$ cat src/rtl/inst_queue.sv
// Instruction queue between fetch and issue.
// Circular FIFO of {inst, pc} pairs with combinational decode of the head entry.
//
// Handshakes:
//   push side: a word is taken on a rising edge when inst_valid=1, rdy=1,
//              jump_flag=0 and either queue_full=0 or the head leaves on that
//              same edge; otherwise the word is dropped.
//   pop side:  the head leaves on a rising edge when out_valid=1 and
//              issue_ready=1 (with rdy=1 and jump_flag=0).
//   rdy=0 freezes everything; jump_flag=1 empties the queue and overrides both.
module inst_queue #(
  parameter int DEPTH  = 16,
  parameter int ADDR_W = 4
) (
  input  logic        clk,
  input  logic        rst,
  input  logic        rdy,
  input  logic        inst_valid,
  input  logic [31:0] inst_in,
  input  logic [31:0] pc_in,
  output logic        queue_full,
  input  logic        jump_flag,
  input  logic        issue_ready,
  output logic        out_valid,
  output logic [31:0] out_inst,
  output logic [31:0] out_pc,
  output logic [6:0]  out_opcode,
  output logic [4:0]  out_rd,
  output logic [4:0]  out_rs1,
  output logic [4:0]  out_rs2,
  output logic [2:0]  out_funct3,
  output logic [31:0] out_imm
);

  localparam logic [ADDR_W:0] DEPTH_CNT = (ADDR_W + 1)'(DEPTH);

  localparam logic [6:0] OP_LUI    = 7'b0110111;
  localparam logic [6:0] OP_AUIPC  = 7'b0010111;
  localparam logic [6:0] OP_JAL    = 7'b1101111;
  localparam logic [6:0] OP_JALR   = 7'b1100111;
  localparam logic [6:0] OP_LOAD   = 7'b0000011;
  localparam logic [6:0] OP_IMM    = 7'b0010011;
  localparam logic [6:0] OP_BRANCH = 7'b1100011;
  localparam logic [6:0] OP_STORE  = 7'b0100011;

  logic [31:0]     inst_mem [DEPTH];
  logic [31:0]     pc_mem   [DEPTH];
  logic [ADDR_W-1:0] head;
  logic [ADDR_W-1:0] tail;
  logic [ADDR_W:0]   count;

  logic        do_pop;
  logic        do_push;
  logic        do_flush;
  logic [31:0] head_inst;
  logic [31:0] head_pc;

  assign out_valid  = (count != '0);
  assign queue_full = (count == DEPTH_CNT);

  assign do_flush = rdy & jump_flag;
  assign do_pop   = rdy & ~jump_flag & out_valid & issue_ready;
  assign do_push  = rdy & ~jump_flag & inst_valid & (~queue_full | do_pop);

  // Pointer and occupancy state; a flush wins over any push or pop.
  always_ff @(posedge clk or negedge rst) begin
    if (!rst) begin
      head  <= '0;
      tail  <= '0;
      count <= '0;
    end else if (do_flush) begin
      head  <= '0;
      tail  <= '0;
      count <= '0;
    end else begin
      if (do_pop)  head <= head + 1'b1;
      if (do_push) tail <= tail + 1'b1;
      if (do_push && !do_pop)      count <= count + 1'b1;
      else if (do_pop && !do_push) count <= count - 1'b1;
    end
  end

  // Entry storage; contents are only meaningful between head and tail.
  always_ff @(posedge clk) begin
    if (do_push) begin
      inst_mem[tail] <= inst_in;
      pc_mem[tail]   <= pc_in;
    end
  end

  // Head entry, forced to zero when the queue is empty.
  always_comb begin
    head_inst = '0;
    head_pc   = '0;
    if (out_valid) begin
      head_inst = inst_mem[head];
      head_pc   = pc_mem[head];
    end
  end

  assign out_inst   = head_inst;
  assign out_pc     = head_pc;
  assign out_opcode = head_inst[6:0];
  assign out_rd     = head_inst[11:7];
  assign out_rs1    = head_inst[19:15];
  assign out_rs2    = head_inst[24:20];
  assign out_funct3 = head_inst[14:12];

  // Immediate extraction selected by the head opcode.
  always_comb begin
    out_imm = '0;
    case (head_inst[6:0])
      OP_LUI, OP_AUIPC:
        out_imm = {head_inst[31:12], 12'b0};
      OP_JAL:
        out_imm = {{12{head_inst[31]}}, head_inst[19:12], head_inst[20],
                   head_inst[30:21], 1'b0};
      OP_JALR, OP_LOAD, OP_IMM:
        out_imm = {{20{head_inst[31]}}, head_inst[31:20]};
      OP_BRANCH:
        out_imm = {{20{head_inst[31]}}, head_inst[7], head_inst[30:25],
                   head_inst[11:8], 1'b0};
      OP_STORE:
        out_imm = {{20{head_inst[31]}}, head_inst[31:25], head_inst[11:7]};
      default:
        out_imm = '0;
    endcase
  end

endmodule

$ cat config.mk
export PLATFORM = sky130hd
export DESIGN_NAME = inst_queue
export DESIGN_NICKNAME = d
export VERILOG_FILES = /design/src/rtl/inst_queue.sv
export SDC_FILE = /design/constraint.sdc
export NUM_CORES = 1
export LEC_CHECK = 0
export BUFFER_PORTS_ARGS = -buffer_cell sky130_fd_sc_hd__buf_2
export CELL_PAD_IN_SITES_DETAIL_PLACEMENT = 1
export CELL_PAD_IN_SITES_GLOBAL_PLACEMENT = 2
export CORE_MARGIN = 3
export CORE_UTILIZATION = 40
export DETAILED_ROUTE_END_ITERATION = 10
export GPL_TIMING_DRIVEN = 0
export HOLD_SLACK_MARGIN = 0.03
export PLACE_DENSITY_LB_ADDON = 0.25
export SYNTH_ARGS = -nofsm -noshare
export SYNTH_HDL_FRONTEND = slang
export SYNTH_SLANG_ARGS = --single-unit
export TNS_END_PERCENT = 10
$ cat constraint.sdc
create_clock -name clk -period 7.7 [get_ports clk]
set_clock_uncertainty 0.05 [all_clocks]
set_input_delay 0.385 -clock clk [delete_from_list [all_inputs] [get_ports clk]]
set_output_delay 0.385 -clock clk [all_outputs]
set_load 0.01 [all_outputs]
==> qor.yml, run 1 <==
status: "complete, no violations"
register_area_um2: 31100
required_ps: 7260
cts_tree: "built"
synth_largest_area_cell: "edfxtp_1"
crit_start: "head[1]"
die_area_um2: 105000
dp.cells: 3290
finalMaxSlewViolations: 0
ir_drop_uv: 198
fin_ws_ps: 2240
synth_top_area_share_pct: 76.1
rsz0062_at_grt: "false"
drt-total-wl_um: 107000
initial_core_util_pct: 40.7
yosys_warnings: 0
maxCapViolCount: 0
cp_slowest_cell: "buf_1"
hp-start: "rdy"
critPathMaxFanout: 10
p_per_area_nw_per_um2: 289
max_freq_mhz: 183
dp_slack_ps: 2890
finalPower_mw: 13.9
grt_max_degree: 45
cpPeakStageDelay_ps: 860
drc: 0
cts_made_buffers: 107
cts-root-buf: "clkbuf_16"
ys_types: 54
ant_nets: 0
crit_buf_inv: 8
worstPathCellList: "buf_6 > buf_6 > buf_4 > buf_2 > clkbuf_1 > buf_1 > mux4_2 > nor2b_1 > a211oi_1 > nor3_1 > buf_4 > buf_2"
grt_pass1_vias: 21210
final_nets: 2254
whs_ps: 78.7
setup_viol: 0
cts_resized: 0
vias_per_cell: 5.59
synth_ff_type: "edfxtp_1"
synth_area_um2: 40400
wire_per_inst_um: 30.1
grtUsageTotal_pct: 20.6
multi_input_area_um2: 8720
fin_crit_sh_pct: 70.9
postCtsSetupRepairBufs: 0
finalHoldViolCount: 0
syn_nets: 1834
endpoint_kind: "primary output"
hold_path.class: "input port to register"
antenna_found_initial: 9
die-width_um: 324
die_h_um: 324
criticalPathCategory: "register to primary output"
num_rows: 115
cts.sinks: 1037
cts_max_path_buffers: 3
worstSkewPairLatency_ps: 660
path_delay_family: "buffers and inverters"
syn_area_per_cell_um2: 23.0
syn2layout_area_growth_pct: 18.9
vias: 19872
cts-htree-levels: 3
postCtsHoldBufs: 63
finalSetupTns_ps: 0
drtIter0Drc: 2086
core-area_um2: 99300
r2r_start: "head[2]"
drive_gt1_share_pct: 35.8
maxSlewHeadroom_pct: 1.44
fin_crit_ps: 5460
cp.arrival_ps: 5030
synthArstFlopShare_pct: 1.25
clk_pin_slew_ps: 60
place_hpwl_um: 66800
grt-ovfl-total: 0
mostFrequentLayoutCell: "edfxtp_1"
ys_ff_latch: 1037
worst_pin_slew_ps: 1480
synth_area_leaders: "edfxtp_1 (76%), mux4_2 (17%), dfrtp_1 (0.80%)"
port_buffers: 192
io_pins: 193
place.gp.congestion: 0.728
instances_no_fill: 3553
final_cell_mix: "edfxtp_1 (1,024), mux4_2 (302), buf_2 (222), clkbuf_16 (111), dlygate4sd3_1 (63)"
grt_pass1_wl_um: 153000
yosysSeqAreaShare_pct: 76.9
synth_cells: 1755
firstDrtPassIters: 5
synth-edff-count: 1024
p_leak_nw: 15.4
filler_cell_count: 8912
critPathLaunchType: "register"
## worst reg2reg max path, cell delays in order, from the launching register on
cell,delay (ps)
dfrtp_1,480
buf_1,1110
buf_2,680
clkbuf_1,670
clkbuf_1,520
o21ai_0,190
## registers in the layout, summed over array words and instances, names as in the netlist
name,count
inst_mem,512
pc_mem,512
count,5
head,4
tail,4
## per-stage QoR
step           cell area, µm²  utilization, %
2_1_floorplan           40400               -
3_3_place_gp            43000            43.3
3_5_place_dp            43900            44.3
4_1_cts                 48100            48.4
5_1_grt                 48100            48.4
6_report                48100            48.4
## synthesized netlist by cell type (all sizes together), types with 3 or more instances
library cell and count:
xor2 4, a211oi 16, nor3 15, o31ai 4, or2 4, and3 4, nor2 23, mux2i 6
nor2b 19, a21o 3, a21oi 9, o211ai 3, o21ai 27, edfxtp 1024, and2 48, mux2 5
buf 88, o22ai 5, nand2 31, inv 26, dfrtp 13, a22oi 11, ha 8, o41ai 9
clkbuf 26, mux4 302
## cells by family after synthesis
| group | share of synthesized area (%) |
|---|---|
| and+or+nand+nor | 2.09 |
| muxes | 17.1 |
| xor gates and xnor gates | 0.130 |
| DFF | 76.9 |
| AOI/OAI and AO/OA | 1.77 |
| buffers and inverters | 1.74 |
| adders and majority gates | 0.297 |
## path summary, 6_finish.rpt
kind,end,slack [ps],cells after the start
setup / recovery,out_inst[14],2240,12
hold / removal,head[2],80,4
setup reg to reg,head[2],3850,5
hold reg to reg,count[3],490,2
max in group asynchronous,count[2],7220,2
min in group asynchronous,count[4],120,2
## routing by layer
| metal | track usage, % | vias up | routed length, µm |
|---|---|---|---|
| li1 | - | 8273 | - |
| met1 | 28.3 | 10795 | 44900 |
| met2 | 34.4 | 643 | 53600 |
| met3 | 3.31 | 157 | 5940 |
| met4 | 5.72 | 4 | 2620 |
| met5 | 0 | - | 27 |
## power breakdown
part / leakage, nW / switching, mW / internal, mW
Sequential: 9.38 / 0.0252 / 6.25
Combinational: 4.34 / 1.34 / 1.08
Clock: 1.72 / 2.14 / 3.03
## layout make-up
cell class	count	share of cell area, %
sequential	1037	64.7
antenna	4	0.0208
clock buffer	135	5.97
multi-input combinational	578	18.1
tap	1287	3.35
timing repair buffer	311	5.11
inverter	26	0.203
clock inverter	61	1.29
buffer	114	1.26
(Power assumes the default switching activity.)
==> inputs of run 2 (changes only) <==
clock period = 5 ns   (was 7.7 ns; I/O delays follow)
==> run 2 against run 1 <==
Sequential power increased by 54%. Power increased by 54%. Combinational power increased by 55%. Sequential cell count unchanged. Sequential share of layout area decreased by 0.17 points. First-iteration DRC count increased by 6.0%. Critical endpoint is now out_pc[30]. Die area unchanged.
==> qor.yml, run 2 (synthesis results as in run 1) <==
status: "complete, no violations"
grt-ovfl-total: 0  # unchanged
cts-root-buf: "clkbuf_16"
cts_max_path_buffers: 3  # unchanged
whs_ps: 257  # +178 ps
wire_per_inst_um: 30.1  # -0.19%
rsz0062_at_grt: "true"
finalHoldViolCount: 0  # unchanged
vias: 19960  # +0.44%
worst_pin_slew_ps: 1210  # -269 ps
ir_drop_uv: 308  # +55%
critPathLaunchType: "register"
fin_crit_ps: 4780
postLayoutCoreUtil_pct: 48.5  # +0.13 points
die_area_um2: 105000  # unchanged
initial_core_util_pct: 40.7  # unchanged
register_area_um2: 31100  # unchanged
grt_pass1_wl_um: 153000  # about the same
worstSkewPairLatency_ps: 660  # about the same
postCtsSetupRepairBufs: 0  # unchanged
reg_top3: "inst_mem x512, pc_mem x512, count x5"
port_buffers: 192  # unchanged
max_freq_mhz: 209
r2r-end: "head[2]"
timing.reg2reg.worst_path_depth: 6  # +1
die_h_um: 324  # unchanged
critPathMaxFanout: 10  # unchanged
criticalPathCategory: "register to primary output"
syn2layout_area_growth_pct: 19.2
drc: 0  # unchanged
antenna_found_initial: 9  # unchanged
clk_pin_slew_ps: 60  # about the same
maxSlewHeadroom_pct: 19.4  # +18 points
ant_nets: 0  # unchanged
finalMaxSlewViolations: 0  # unchanged
cts_tree: "built"
drive_gt1_share_pct: 36.1  # +0.33 points
p_leak_nw: 15.5  # +0.42%
endpoint_kind: "primary output"
core-area_um2: 99300  # unchanged
maxCapViolCount: 0  # unchanged
grtUsageTotal_pct: 20.6  # about the same
io_pins: 193  # unchanged
filler_cell_count: 8901  # -0.12%
setup_viol: 0  # unchanged
cp.arrival_ps: 4480  # -550 ps
cts-htree-levels: 3  # unchanged
hp-start: "inst_valid"
vias_per_cell: 5.61  # +0.22%
mostFrequentLayoutCell: "edfxtp_1"
final_nets: 2261  # +0.31%
p_per_area_nw_per_um2: 443  # +54%
grt_pass1_vias: 21248  # +0.18%
final_cell_mix: "edfxtp_1 (1,024), mux4_2 (302), buf_2 (220), clkbuf_16 (111), dlygate4sd3_1 (72)"
die-width_um: 324  # unchanged
fin_crit_sh_pct: 95.7
cts_made_buffers: 107  # unchanged
drtIter0Drc: 2212  # +6.0%
hold_path.class: "input port to register"
r2r_start: "head[2]"
place.gp.congestion: 0.728  # unchanged
num_rows: 115  # unchanged
grt_max_degree: 45  # unchanged
drt-total-wl_um: 107000  # about the same
firstDrtPassIters: 5  # unchanged
place_hpwl_um: 66800  # unchanged
multi_input_area_um2: 8730  # about the same
worstHoldPathCells: 5  # +1
r2r_slack_ps: 1260  # -2590 ps
required_ps: 4700  # -2560 ps
min_to: "tail[0]"
cts.sinks: 1037  # unchanged
run 2: cell types whose count changed in the layout (fill, tap and decap cells not counted), sizes merged:
cell,change
clkdlybuf4s15,+3
dlygate4sd3,+9
diode,+1
clkbuf,+4
buf,-9
run 2: worst max-delay path, cell delays in order, from the launching register on:
cell      delay (ps)
dfrtp_1          370
buf_6            160
buf_6            210
buf_4            240
buf_2            340
clkbuf_2         370
buf_1            780
mux4_2           410
mux4_2           480
and2_1           260
buf_2            180
run 2: area by class of cell:
class	instances	share of cell area, %
clock inverters	61	1.29
repair buffers	320	5.29
multi-input cells	578	18.1
inverters	26	0.203
plain buffers	112	1.31
flip-flops and latches	1037	64.5
diodes	5	0.0260
well taps	1287	3.34
clock buffers	135	5.95
run 2: worst max-delay path by stage:
stage / startpoint / endpoint / slack (ps) / cells after the start
global placement: rdy / pc_mem[5][7] / -7880 / 6
global route: head[0] / out_inst[14] / -8 / 11
floorplan: count[0] / inst_mem[4][0] / -1120 / 5
CTS: head[1] / out_rs1[0] / 6 / 12
finish: head[1] / out_pc[30] / 220 / 10
detailed placement: head[1] / out_inst[14] / 330 / 12
run 2: power breakdown:
part / switching, mW / leakage [nW] / internal (mW) / total, mW
clock network: 3.30 / 1.72 / 4.66 / 7.96
registers: 0.0391 / 9.38 / 9.63 / 9.67
logic: 2.07 / 4.40 / 1.67 / 3.74
run 2: through the flow:
step	area, µm²	setup WS, ps	instances	TNS [ps]	total power [mW]
2_1_floorplan	40400	-1120	1755	-287850	12.2
3_3_place_gp	43000	-7880	3234	-3338870	13.5
3_5_place_dp	43900	326	3290	0	13.6
4_1_cts	48200	5.98	3556	0	21.6
5_1_grt	48200	-8.22	3557	-8.22	22.2
6_report	48200	216	3561	0	21.4
run 2: metal layers:
| layer | vias to the layer above | GRT usage, % | wire length (µm) |
|---|---|---|---|
| li1 | 8293 | - | - |
| met1 | 10896 | 28.1 | 45000 |
| met2 | 613 | 34.5 | 53800 |
| met3 | 154 | 3.43 | 5690 |
| met4 | 4 | 5.68 | 2580 |
| met5 | - | 0 | 27 |
run 2: what timing repair did:
item	in CTS	in global routing
pin swaps	0	0
setup endpoints to repair	72	8
hold buffers	72	0
resized for setup	11	7
endpoints found under the hold margin	1043	0
